**config.mk**
```make
export PLATFORM = sky130hd
export DESIGN_NAME = pattern_latch_fsm
export DESIGN_NICKNAME = d
export VERILOG_FILES = /design/src/rtl/pattern_latch_fsm.sv
export SDC_FILE = /design/constraint.sdc
export NUM_CORES = 1
export LEC_CHECK = 0
export BUFFER_PORTS_ARGS = -buffer_cell sky130_fd_sc_hd__buf_2
export CORE_UTILIZATION = 35
export CTS_CLUSTER_SIZE = 14
export DETAILED_ROUTE_END_ITERATION = 7
export GPL_TIMING_DRIVEN = 0
export HOLD_SLACK_MARGIN = 0.08
export PLACE_DENSITY = 0.68
export SETUP_SLACK_MARGIN = 0.05
export SLEW_MARGIN = 30
export SYNTH_ARGS = -nofsm -noshare
export SYNTH_HDL_FRONTEND = slang
export SYNTH_SLANG_ARGS = --single-unit
```
**constraint.sdc**
```tcl
create_clock -name clock -period 4.1 [get_ports clock]
set_clock_uncertainty 0.05 [all_clocks]
set_input_delay 0.82 -clock clock [delete_from_list [all_inputs] [get_ports clock]]
set_output_delay 0.82 -clock clock [all_outputs]
set_load 0.005 [all_outputs]
```
**src/rtl/pattern_latch_fsm.sv**
```systemverilog
//==============================================================================
// Module      : pattern_latch_fsm
// Description : Debounced set/clear pattern latch with edge pulses and a
//               saturating activation counter.
// Revision    : 1.0 - initial release
//==============================================================================
`default_nettype none

module pattern_latch_fsm #(
    parameter int               WIDTH       = 3,
    parameter logic [WIDTH-1:0] SET_PAT     = 3'b011,
    parameter logic [WIDTH-1:0] CLR_PAT     = 3'b100,
    parameter int               HOLD_CYCLES = 1,
    parameter int               CNT_W       = 8
) (
    input  logic             clock,
    input  logic             reset,
    input  logic             enable,
    input  logic [WIDTH-1:0] in,
    output logic             out,
    output logic             rise,
    output logic             fall,
    output logic [CNT_W-1:0] act_count,
    output logic [1:0]       state_dbg
);

    localparam int HCNT_W = (HOLD_CYCLES < 2) ? 1 : $clog2(HOLD_CYCLES + 1);
    localparam logic [HCNT_W-1:0] c_HOLD = HCNT_W'(HOLD_CYCLES);

    generate
        if (SET_PAT == CLR_PAT) begin : g_bad_pat
            $error("pattern_latch_fsm: SET_PAT and CLR_PAT must differ");
        end
        if (HOLD_CYCLES < 1) begin : g_bad_hold
            $error("pattern_latch_fsm: HOLD_CYCLES must be at least 1");
        end
    endgenerate

    typedef enum logic [1:0] {
        ST_IDLE      = 2'd0,
        ST_ARMING    = 2'd1,
        ST_ACTIVE    = 2'd2,
        ST_DISARMING = 2'd3
    } state_t;

    state_t             r_state;
    state_t             w_state_nxt;
    logic [HCNT_W-1:0]  r_hcnt;
    logic [HCNT_W-1:0]  w_hcnt_nxt;
    logic [HCNT_W-1:0]  w_hcnt_inc;
    logic               w_hold_done;
    logic               w_is_set;
    logic               w_is_clr;
    logic               w_rise_nxt;
    logic               w_fall_nxt;
    logic               r_rise;
    logic               r_fall;
    logic [CNT_W-1:0]   r_act_count;

    assign w_is_set    = (in == SET_PAT);
    assign w_is_clr    = (in == CLR_PAT);
    assign w_hcnt_inc  = r_hcnt + 1'b1;
    assign w_hold_done = (w_hcnt_inc == c_HOLD);

    always_comb begin
        w_state_nxt = r_state;
        w_hcnt_nxt  = r_hcnt;
        w_rise_nxt  = 1'b0;
        w_fall_nxt  = 1'b0;
        case (r_state)
            ST_IDLE: begin
                w_hcnt_nxt = '0;
                if (w_is_set) begin
                    if (HOLD_CYCLES == 1) begin
                        w_state_nxt = ST_ACTIVE;
                        w_rise_nxt  = 1'b1;
                    end else begin
                        w_state_nxt = ST_ARMING;
                        w_hcnt_nxt  = HCNT_W'(1);
                    end
                end
            end
            ST_ARMING: begin
                if (w_is_set) begin
                    if (w_hold_done) begin
                        w_state_nxt = ST_ACTIVE;
                        w_hcnt_nxt  = '0;
                        w_rise_nxt  = 1'b1;
                    end else begin
                        w_hcnt_nxt  = w_hcnt_inc;
                    end
                end else begin
                    w_state_nxt = ST_IDLE;
                    w_hcnt_nxt  = '0;
                end
            end
            ST_ACTIVE: begin
                w_hcnt_nxt = '0;
                if (w_is_clr) begin
                    if (HOLD_CYCLES == 1) begin
                        w_state_nxt = ST_IDLE;
                        w_fall_nxt  = 1'b1;
                    end else begin
                        w_state_nxt = ST_DISARMING;
                        w_hcnt_nxt  = HCNT_W'(1);
                    end
                end
            end
            default: begin
                if (w_is_clr) begin
                    if (w_hold_done) begin
                        w_state_nxt = ST_IDLE;
                        w_hcnt_nxt  = '0;
                        w_fall_nxt  = 1'b1;
                    end else begin
                        w_hcnt_nxt  = w_hcnt_inc;
                    end
                end else begin
                    w_state_nxt = ST_ACTIVE;
                    w_hcnt_nxt  = '0;
                end
            end
        endcase
    end

    // Disabled cycles freeze progress but still retire any pending pulse.
    always_ff @(posedge clock) begin
        if (reset) begin
            r_state     <= ST_IDLE;
            r_hcnt      <= '0;
            r_rise      <= 1'b0;
            r_fall      <= 1'b0;
            r_act_count <= '0;
        end else if (enable) begin
            r_state <= w_state_nxt;
            r_hcnt  <= w_hcnt_nxt;
            r_rise  <= w_rise_nxt;
            r_fall  <= w_fall_nxt;
            if (w_rise_nxt && (r_act_count != '1)) begin
                r_act_count <= r_act_count + 1'b1;
            end
        end else begin
            r_rise <= 1'b0;
            r_fall <= 1'b0;
        end
    end

    assign out       = (r_state == ST_ACTIVE) || (r_state == ST_DISARMING);
    assign rise      = r_rise;
    assign fall      = r_fall;
    assign act_count = r_act_count;
    assign state_dbg = r_state;

endmodule

`default_nettype wire

```
==> results by group, run 1 <==
Die
  • Horiz. Die Dim: 40.7 um
  • Overall die height: 40.7 um
  • Core Footprint: 1350 um^2
  • Site row count: 13
  • Number of top-level pins: 19
  • Effective utilization at floorplan: 38.7%
  • Area of the die: 1650 um^2

Logic synthesis
  • Count of different cell masters after synthesis: 23
  • Sequential area share after synthesis: 42.1%
  • Mapped Cells: 57
  • Multiplexer share of the synthesized area: 1.91%
  • Netlist area before placement: 523 um^2
  • Post-synthesis compound-gate area fraction: 18.9%
  • Syn avg cell area: 9.18 um^2
  • Simple-gate portion of the synthesized area: 25.8%
  • Warning count from the yosys run: 0
  • Synthesized net count: 64
  • Share of synthesized cell area in full adder, half adder and majority cells: 2.39%
  • XOR/XNOR Fraction of Synth Area: 1.67%
  • Seq cells post-synth: 11
  • Combinational family with the most area after synthesis: simple AND/OR/NAND/NOR gates

Clock network
  • Number of sinks handled by clock tree synthesis: 11
  • CTS Hold Buffers Added: 0
  • Post-cts gate resize count: 0
  • Clock transition at the registers of the reported paths: 70 ps
  • Maximum clock path buffer count: 2
  • Number of levels in the clock H-tree: 1
  • TritonCTS clock tree: built
  • Number of clock buffers inserted by TritonCTS: 3
  • Buffers inserted during post-CTS setup optimization: 0
  • Insertion delay to the later sink of the worst-skew pair: 270 ps
  • Clock root buffer: sky130_fd_sc_hd__clkbuf_4

Global routing
  • Largest net degree at the start of global routing: 11
  • GR Util All Layers: 17.6%
  • Via count of the first global-routing pass: 409
  • Number of antenna violations at the first check in global routing: 0
  • Gr ovfl total: 0
  • First-pass GRT wire length: 1830 um

Placed design
  • # placed instances: 89
  • HPWL after detailed placement: 836 um
  • IO Port Bufs: 17
  • Routability cong.: 0.746

Timing
  • Aggregate negative setup slack: 0 ps
  • Final number of max-transition violations: 0
  • Total count of hold-check failures in the final report: 0
  • Period Utilization, post-route: 43.7%
  • RSZ-0062 raised after global routing: no
  • Final hold slack: 457 ps
  • Fin crit period: 1790 ps
  • Number of setup violations in the final report: 0
  • FMAX: 558 MHz

Finish
  • Most frequent standard cell in the layout excluding fill and tap cells: sky130_fd_sc_hd__buf_2
  • Most frequent cells in the layout: sky130_fd_sc_hd__buf_2 (17), sky130_fd_sc_hd__dfxtp_1 (11), sky130_fd_sc_hd__a21oi_1 (7)
  • Final core utilization: 48.4%
  • Storage cell area: 220 um^2
  • Area used by multi-input combinational logic: 269 um^2
  • Fraction of layout cells with a size suffix above 1: 34.6%
  • Fill count: 140
  • Number of cells in the finished layout apart from fillers: 93
  • Antenna fix cells: 0
  • Fin nets: 86
  • Area growth from synthesis to layout: 24.9%

Routing
  • DRC Markers: 0
  • Detail Route Antenna Nets: 0
  • First-iteration detailed-routing DRC count: 9
  • Vias per Instance: 5.47
  • Vias: 509
  • Iteration count of the initial detailed-routing pass: 4
  • Final WL: 1140 um
  • Wire length per cell after detailed routing: 12.2 um

Power
  • Power per cell area: 305 nW/um^2
  • IR drop worst, VDD: 132 uV
  • Cell leakage power: 0.297 nW
  • Total Power Consumption: 0.199 mW

Worst setup path
  • CP max FO: 10
  • Critical Path Source Type: input port
  • Setup CP Type: in2reg
  • Element type at the critical path end: register
  • CP Data Arrival Time: 1940 ps
  • Required arrival time at the worst endpoint: 4250 ps

Status
  • Run status: completed

Min path
  • Class of the tightest hold or removal check: reg2reg

Job
  • Max cap viols: 0
[Yosys cell counts, drive strengths merged]
library cell   n  area, um^2
nand2          4        15.0
or3            3        18.8
inv            1        3.75
nor4b          1        8.76
xor2           1        8.76
nor2           3        11.3
nand3b         1        7.51
clkbuf         1        3.75
buf            3        26.3
mux2i          1        10.0
nand3          4        20.0
o21ai          4        20.0
a21oi          7        35.0
or4            3        22.5
nand4          1        12.5
and2b          1        8.76
conb           1        3.75
o211ai         1        21.3
dfxtp         11         220
and3b          1        10.0
ha             1        12.5
o31ai          3        22.5
[stage by stage]
stage	instance area (um^2)	setup slack [ps]
floorplan	523	2220
global placement	627	2060
detailed placement	627	2020
CTS	653	2310
global route	653	2250
finish	653	2310
[metal layers]
layer	vias up	global-route usage [%]	part of all wire [%]
met4	0	7.50	0
met5	-	0	0
met1	235	20.1	46
met2	25	28.2	45
li1	249	-	-
met3	0	8.15	8.7
[critical path, stage by stage]
cell,delay [ps]
sky130_fd_sc_hd__buf_2,100
sky130_fd_sc_hd__and3b_2,270
sky130_fd_sc_hd__o211ai_4,110
sky130_fd_sc_hd__buf_6,150
sky130_fd_sc_hd__or3_1,340
sky130_fd_sc_hd__a21oi_1,140
[final cells by class]
cell class,count,share of cell area [%]
multi-input cells,41,41.2
flip-flops and latches,11,33.7
repair buffers,17,13.0
plain buffers,4,4.60
clock buffers,4,4.02
well taps,15,2.87
inverters,1,0.575
[flip-flops by register name, indices dropped and copies added (netlist names)]
register   count
act_count      8
fall           1
rise           1
state_dbg      1
[report_power, final]
part           switching [mW]  internal [mW]
combinational         0.00719        0.00748
sequential            0.00118          0.108
clock                  0.0375         0.0377
total                  0.0458          0.153
[path summary, 6_finish.rpt]
path,startpoint,endpoint,slack [ps],cells after the start
min reg2reg,act_count[7],act_count[7],460,2
max,in[2],act_count[4],2310,6
max reg2reg,act_count[0],act_count[4],2500,6
min,act_count[7],act_count[7],460,2
[cell families (layout without fill, tap and decap cells)]
family | after synthesis | after routing
DFF | 11 | 11
muxes | 1 | 1
buffers and inverters | 5 | 26
AOI/OAI and AO/OA | 15 | 15
and+or+nand+nor | 22 | 22
other | 1 | 1
adders and majority gates | 1 | 1
xor gates and xnor gates | 1 | 1
(Power assumes the default switching activity.)
==> run 2, diff against run 1 <==
--- a/config.mk
+++ b/config.mk
@@ -5,6 +5,7 @@
 export SDC_FILE = /design/constraint.sdc
 export NUM_CORES = 1
 export LEC_CHECK = 0
+export ABC_AREA = 1
 export BUFFER_PORTS_ARGS = -buffer_cell sky130_fd_sc_hd__buf_2
 export CORE_UTILIZATION = 35
 export CTS_CLUSTER_SIZE = 14
==> constraint.sdc (replaced) <==
create_clock -name clock -period 1.45 [get_ports clock]
set_clock_uncertainty 0.05 [all_clocks]
set_input_delay 0.29 -clock clock [delete_from_list [all_inputs] [get_ports clock]]
set_output_delay 0.29 -clock clock [all_outputs]
set_load 0.005 [all_outputs]
==> run 2 against run 1 <==
  * First-iteration DRC count up 11%
  * Design area up 21%
  * Total power rose to 2.9 times the previous value
  * Non-clock buffer count down 1
  * Count of clock-buffer cells in the layout unchanged
  * Clock power rose to 2.8 times the previous value
  * Sequential share of layout area down 5.2 points
  * Flip-flop and latch count unchanged
  * Die area up 18%
  * Highest routed layer is now met4
==> results by group, run 2 <==
Worst setup path
  • CP Data Arrival Time: 1460 ps (was 1940 ps)
  • Required arrival time at the worst endpoint: 1570 ps (was 4250 ps)
  • Element type at the critical path end: register (unchanged)
  • Setup CP Type: reg2reg (was in2reg)
  • Critical Path Source Type: register (was input port)
  • Crit-path most repeated cell: sky130_fd_sc_hd__nand2_1
  • CP peak stage delay: 370 ps (was 340 ps)
  • Crit path max-delay cell type: sky130_fd_sc_hd__dfxtp_4 (was sky130_fd_sc_hd__or3_1)
  • Cells traversed along the worst timing path: ha_2 > nand2_4 > nor2_4 > nand2_2 > nand3_4 > nand2_1 > nand2_1 > nor2_1 (was buf_2 > and3b_2 > o211ai_4 > buf_6 > or3_1 > a21oi_1)
  • Delay-heaviest family, CP: simple AND/OR/NAND/NOR gates (unchanged)
  • CP max FO: 7 (was 10)
  • CP bufs+invs: 0 (was 2)
  • Worst reg-to-reg setup slack: 120 ps (was 2500 ps)

Logic synthesis
  • Mapped Cells: 90 (was 57)
  • Sequential area share after synthesis: 35.3% (was 42.1%)
  • Syn avg cell area: 6.92 um^2 (was 9.18 um^2)
  • Number of synthesized flops with an enable pin: 0 (unchanged)
  • Post-synth ARST share: 0% (unchanged)
  • Top area cells in the synthesized netlist: sky130_fd_sc_hd__dfxtp_1 (35%), sky130_fd_sc_hd__nand2_1 (13%), sky130_fd_sc_hd__nor2_1 (7.2%) (was sky130_fd_sc_hd__dfxtp_1 (42%), sky130_fd_sc_hd__a21oi_1 (6.7%), sky130_fd_sc_hd__o31ai_1 (4.3%))
  • Portion of synthesized cell area occupied by the leading cell type: 35.3% (was 42.1%)
  • Synthesized net count: 97 (was 64)
  • Top cell type by total area after synthesis: sky130_fd_sc_hd__dfxtp_1 (unchanged)
  • Ys flop type: sky130_fd_sc_hd__dfxtp_1 (unchanged)
  • Most common cell in the netlist: sky130_fd_sc_hd__nand2_1 (was sky130_fd_sc_hd__dfxtp_1)
  • Warning count from the yosys run: 0 (unchanged)
  • Count of different cell masters after synthesis: 18 (was 23)
  • Netlist area before placement: 623 um^2 (was 523 um^2)
  • List of most frequent post-synthesis cells: sky130_fd_sc_hd__nand2_1 (21), sky130_fd_sc_hd__nor2_1 (12), sky130_fd_sc_hd__dfxtp_1 (11), sky130_fd_sc_hd__inv_1 (11), sky130_fd_sc_hd__nand3_1 (7) (was sky130_fd_sc_hd__dfxtp_1 (11), sky130_fd_sc_hd__a21oi_1 (7), sky130_fd_sc_hd__nand2_1 (4), sky130_fd_sc_hd__nand3_1 (4), sky130_fd_sc_hd__o21ai_0 (4))
  • Seq cells post-synth: 11 (unchanged)

Routing
  • Vias per Instance: 4.70 (was 5.47)
  • Iteration count of the initial detailed-routing pass: 4 (unchanged)
  • Detail Route Antenna Nets: 0 (unchanged)
  • DRC Markers: 0 (unchanged)
  • First-iteration detailed-routing DRC count: 10 (was 9)
  • Final WL: 1230 um (was 1140 um)
  • Wire length per cell after detailed routing: 9.57 um (was 12.2 um)
  • Vias: 602 (was 509)

Die
  • Effective utilization at floorplan: 39.5% (was 38.7%)
  • Area of the die: 1950 um^2 (was 1650 um^2)
  • Overall die height: 44.2 um (was 40.7 um)
  • Horiz. Die Dim: 44.2 um (was 40.7 um)
  • Core Footprint: 1580 um^2 (was 1350 um^2)
  • Number of top-level pins: 19 (unchanged)
  • Site row count: 14 (was 13)

Finish
  • Antenna fix cells: 0 (unchanged)
  • Fraction of layout cells with a size suffix above 1: 35.7% (was 34.6%)
  • Number of cells in the finished layout apart from fillers: 128 (was 93)
  • Flip-flop count of the largest register, all copies and words added: 8 (unchanged)
  • Most frequent standard cell in the layout excluding fill and tap cells: sky130_fd_sc_hd__nand2_1 (was sky130_fd_sc_hd__buf_2)
  • Area growth from synthesis to layout: 26.7% (was 24.9%)
  • Most frequent cells in the layout: sky130_fd_sc_hd__nand2_1 (20), sky130_fd_sc_hd__buf_2 (17), sky130_fd_sc_hd__nor2_1 (12) (was sky130_fd_sc_hd__buf_2 (17), sky130_fd_sc_hd__dfxtp_1 (11), sky130_fd_sc_hd__a21oi_1 (7))
  • Post-Layout Inst Area: 790 um^2 (was 653 um^2)
  • Fill count: 154 (was 140)
  • Final core utilization: 50.1% (was 48.4%)
  • Fin nets: 120 (was 86)

Status
  • Run status: completed (unchanged)

Clock network
  • TritonCTS clock tree: built (unchanged)
  • Number of levels in the clock H-tree: 1 (unchanged)
  • Number of sinks handled by clock tree synthesis: 11 (unchanged)
  • Clock transition at the registers of the reported paths: 70 ps (about the same)
  • Clock root buffer: sky130_fd_sc_hd__clkbuf_4 (unchanged)
  • Insertion delay to the later sink of the worst-skew pair: 270 ps (about the same)
  • Number of clock buffers inserted by TritonCTS: 3 (unchanged)
  • Maximum clock path buffer count: 2 (unchanged)

Timing
  • Aggregate negative setup slack: 0 ps (unchanged)
  • Number of setup violations in the final report: 0 (unchanged)
  • FMAX: 749 MHz
  • Fin crit period: 1330 ps
  • Total count of hold-check failures in the final report: 0 (unchanged)
  • RSZ-0062 raised after global routing: yes (was no)
  • Final number of max-transition violations: 0 (unchanged)
  • Period Utilization, post-route: 92.1%

Global routing
  • GR Util All Layers: 14.4% (was 17.6%)
  • Largest net degree at the start of global routing: 9 (was 11)
  • First-pass GRT wire length: 2030 um (was 1830 um)
  • Number of antenna violations at the first check in global routing: 0 (unchanged)
  • Via count of the first global-routing pass: 514 (was 409)
  • Gr ovfl total: 0 (unchanged)

Placed design
  • Routability cong.: 0.704 (was 0.746)
  • IO Port Bufs: 17 (unchanged)
  • HPWL after detailed placement: 915 um (was 836 um)
  • # placed instances: 123 (was 89)
  • Instance area after placement: 728 um^2 (was 627 um^2)

Power
  • Cell leakage power: 0.402 nW (was 0.297 nW)
  • Power per cell area: 738 nW/um^2 (was 305 nW/um^2)
  • IR drop worst, VDD: 371 uV (was 132 uV)

Job
  • Max cap viols: 0 (unchanged)

Min path
  • Class of the tightest hold or removal check: in2reg (was reg2reg)
[run 2: cell types whose count changed after synthesis, sizes merged, moves of 2 or more]
| cell | change |
|---|---|
| nand2 | +22 |
| nor2 | +13 |
| inv | +10 |
| nand3 | +4 |
| o21ai | -4 |
| nor3 | +3 |
| o31ai | -3 |
| or3 | -3 |
| or4 | -3 |
| clkinv | +2 |
[run 2: final timing paths]
kind                                   start            to  cells past startpoint
worst max-delay path            act_count[0]  act_count[0]                      8
worst min-delay path                   reset  act_count[0]                      2
worst max register to register  act_count[0]  act_count[0]                      8
worst min register to register  state_dbg[1]  state_dbg[1]                      2
[run 2: logic make-up (layout without fill, tap and decap cells)]
group,count (synthesis),count (layout),share of synthesized area (%)
other,1,1,0.602
AND/OR/NAND/NOR,55,55,43.8
buffers and inverters,15,37,10.2
XOR/XNOR,1,1,1.41
adder cells (fa/ha/maj),1,1,2.01
AO/OA/AOI/OAI,6,6,6.63
flip-flops,11,11,35.3
[run 2: worst register-to-register path: stages, from the launching register on]
cell                      delay [ps]
sky130_fd_sc_hd__dfxtp_4         370
sky130_fd_sc_hd__ha_2            200
sky130_fd_sc_hd__nand2_4          70
sky130_fd_sc_hd__nor2_4          180
sky130_fd_sc_hd__nand2_2         100
sky130_fd_sc_hd__nand3_4         100
sky130_fd_sc_hd__nand2_1          60
sky130_fd_sc_hd__nand2_1          60
sky130_fd_sc_hd__nor2_1           40
[run 2: layout make-up]
type / count / area (um^2) / share of cell area (%)
Clock buffer: 4 / 26.3 / 3.33
Buffer: 2 / 15.0 / 1.90
Multi-Input combinational cell: 64 / 362 / 45.8
Timing Repair Buffer: 18 / 92.6 / 11.7
Tap cell: 16 / 20.0 / 2.54
Sequential cell: 11 / 225 / 28.5
Inverter: 13 / 48.8 / 6.18
[run 2: stage by stage]
step,hold slack (ps),setup WS (ps),power (mW)
6_report,199,115,0.583
3_3_place_gp,457,92.8,0.374
4_1_cts,187,54.5,0.591
3_5_place_dp,471,43.9,0.376
5_1_grt,201,42.9,0.613
2_1_floorplan,309,171,0.352
[run 2: power by group]
part	internal (mW)	switching, mW	leakage, nW	total, mW
registers	0.307	0.00687	0.0902	0.313
clock network	0.107	0.105	0.0150	0.211
logic	0.0242	0.0338	0.297	0.0580
total	0.437	0.145	0.402	0.583
[run 2: repair_timing]
item / CTS / global route
pin swaps: 0 / 4
gates resized for setup: 1 / 7
buffers inserted: 0 / 1
hold buffers: 0 / 0
endpoints found under the setup margin: 4 / 8
[run 2: metal layers]
metal | global-route usage, % | share of wire (%)
met2 | 24.4 | 49
met3 | 6.12 | 4.9
met4 | 5.45 | 1.1
met1 | 15.8 | 45
met5 | 0 | 0
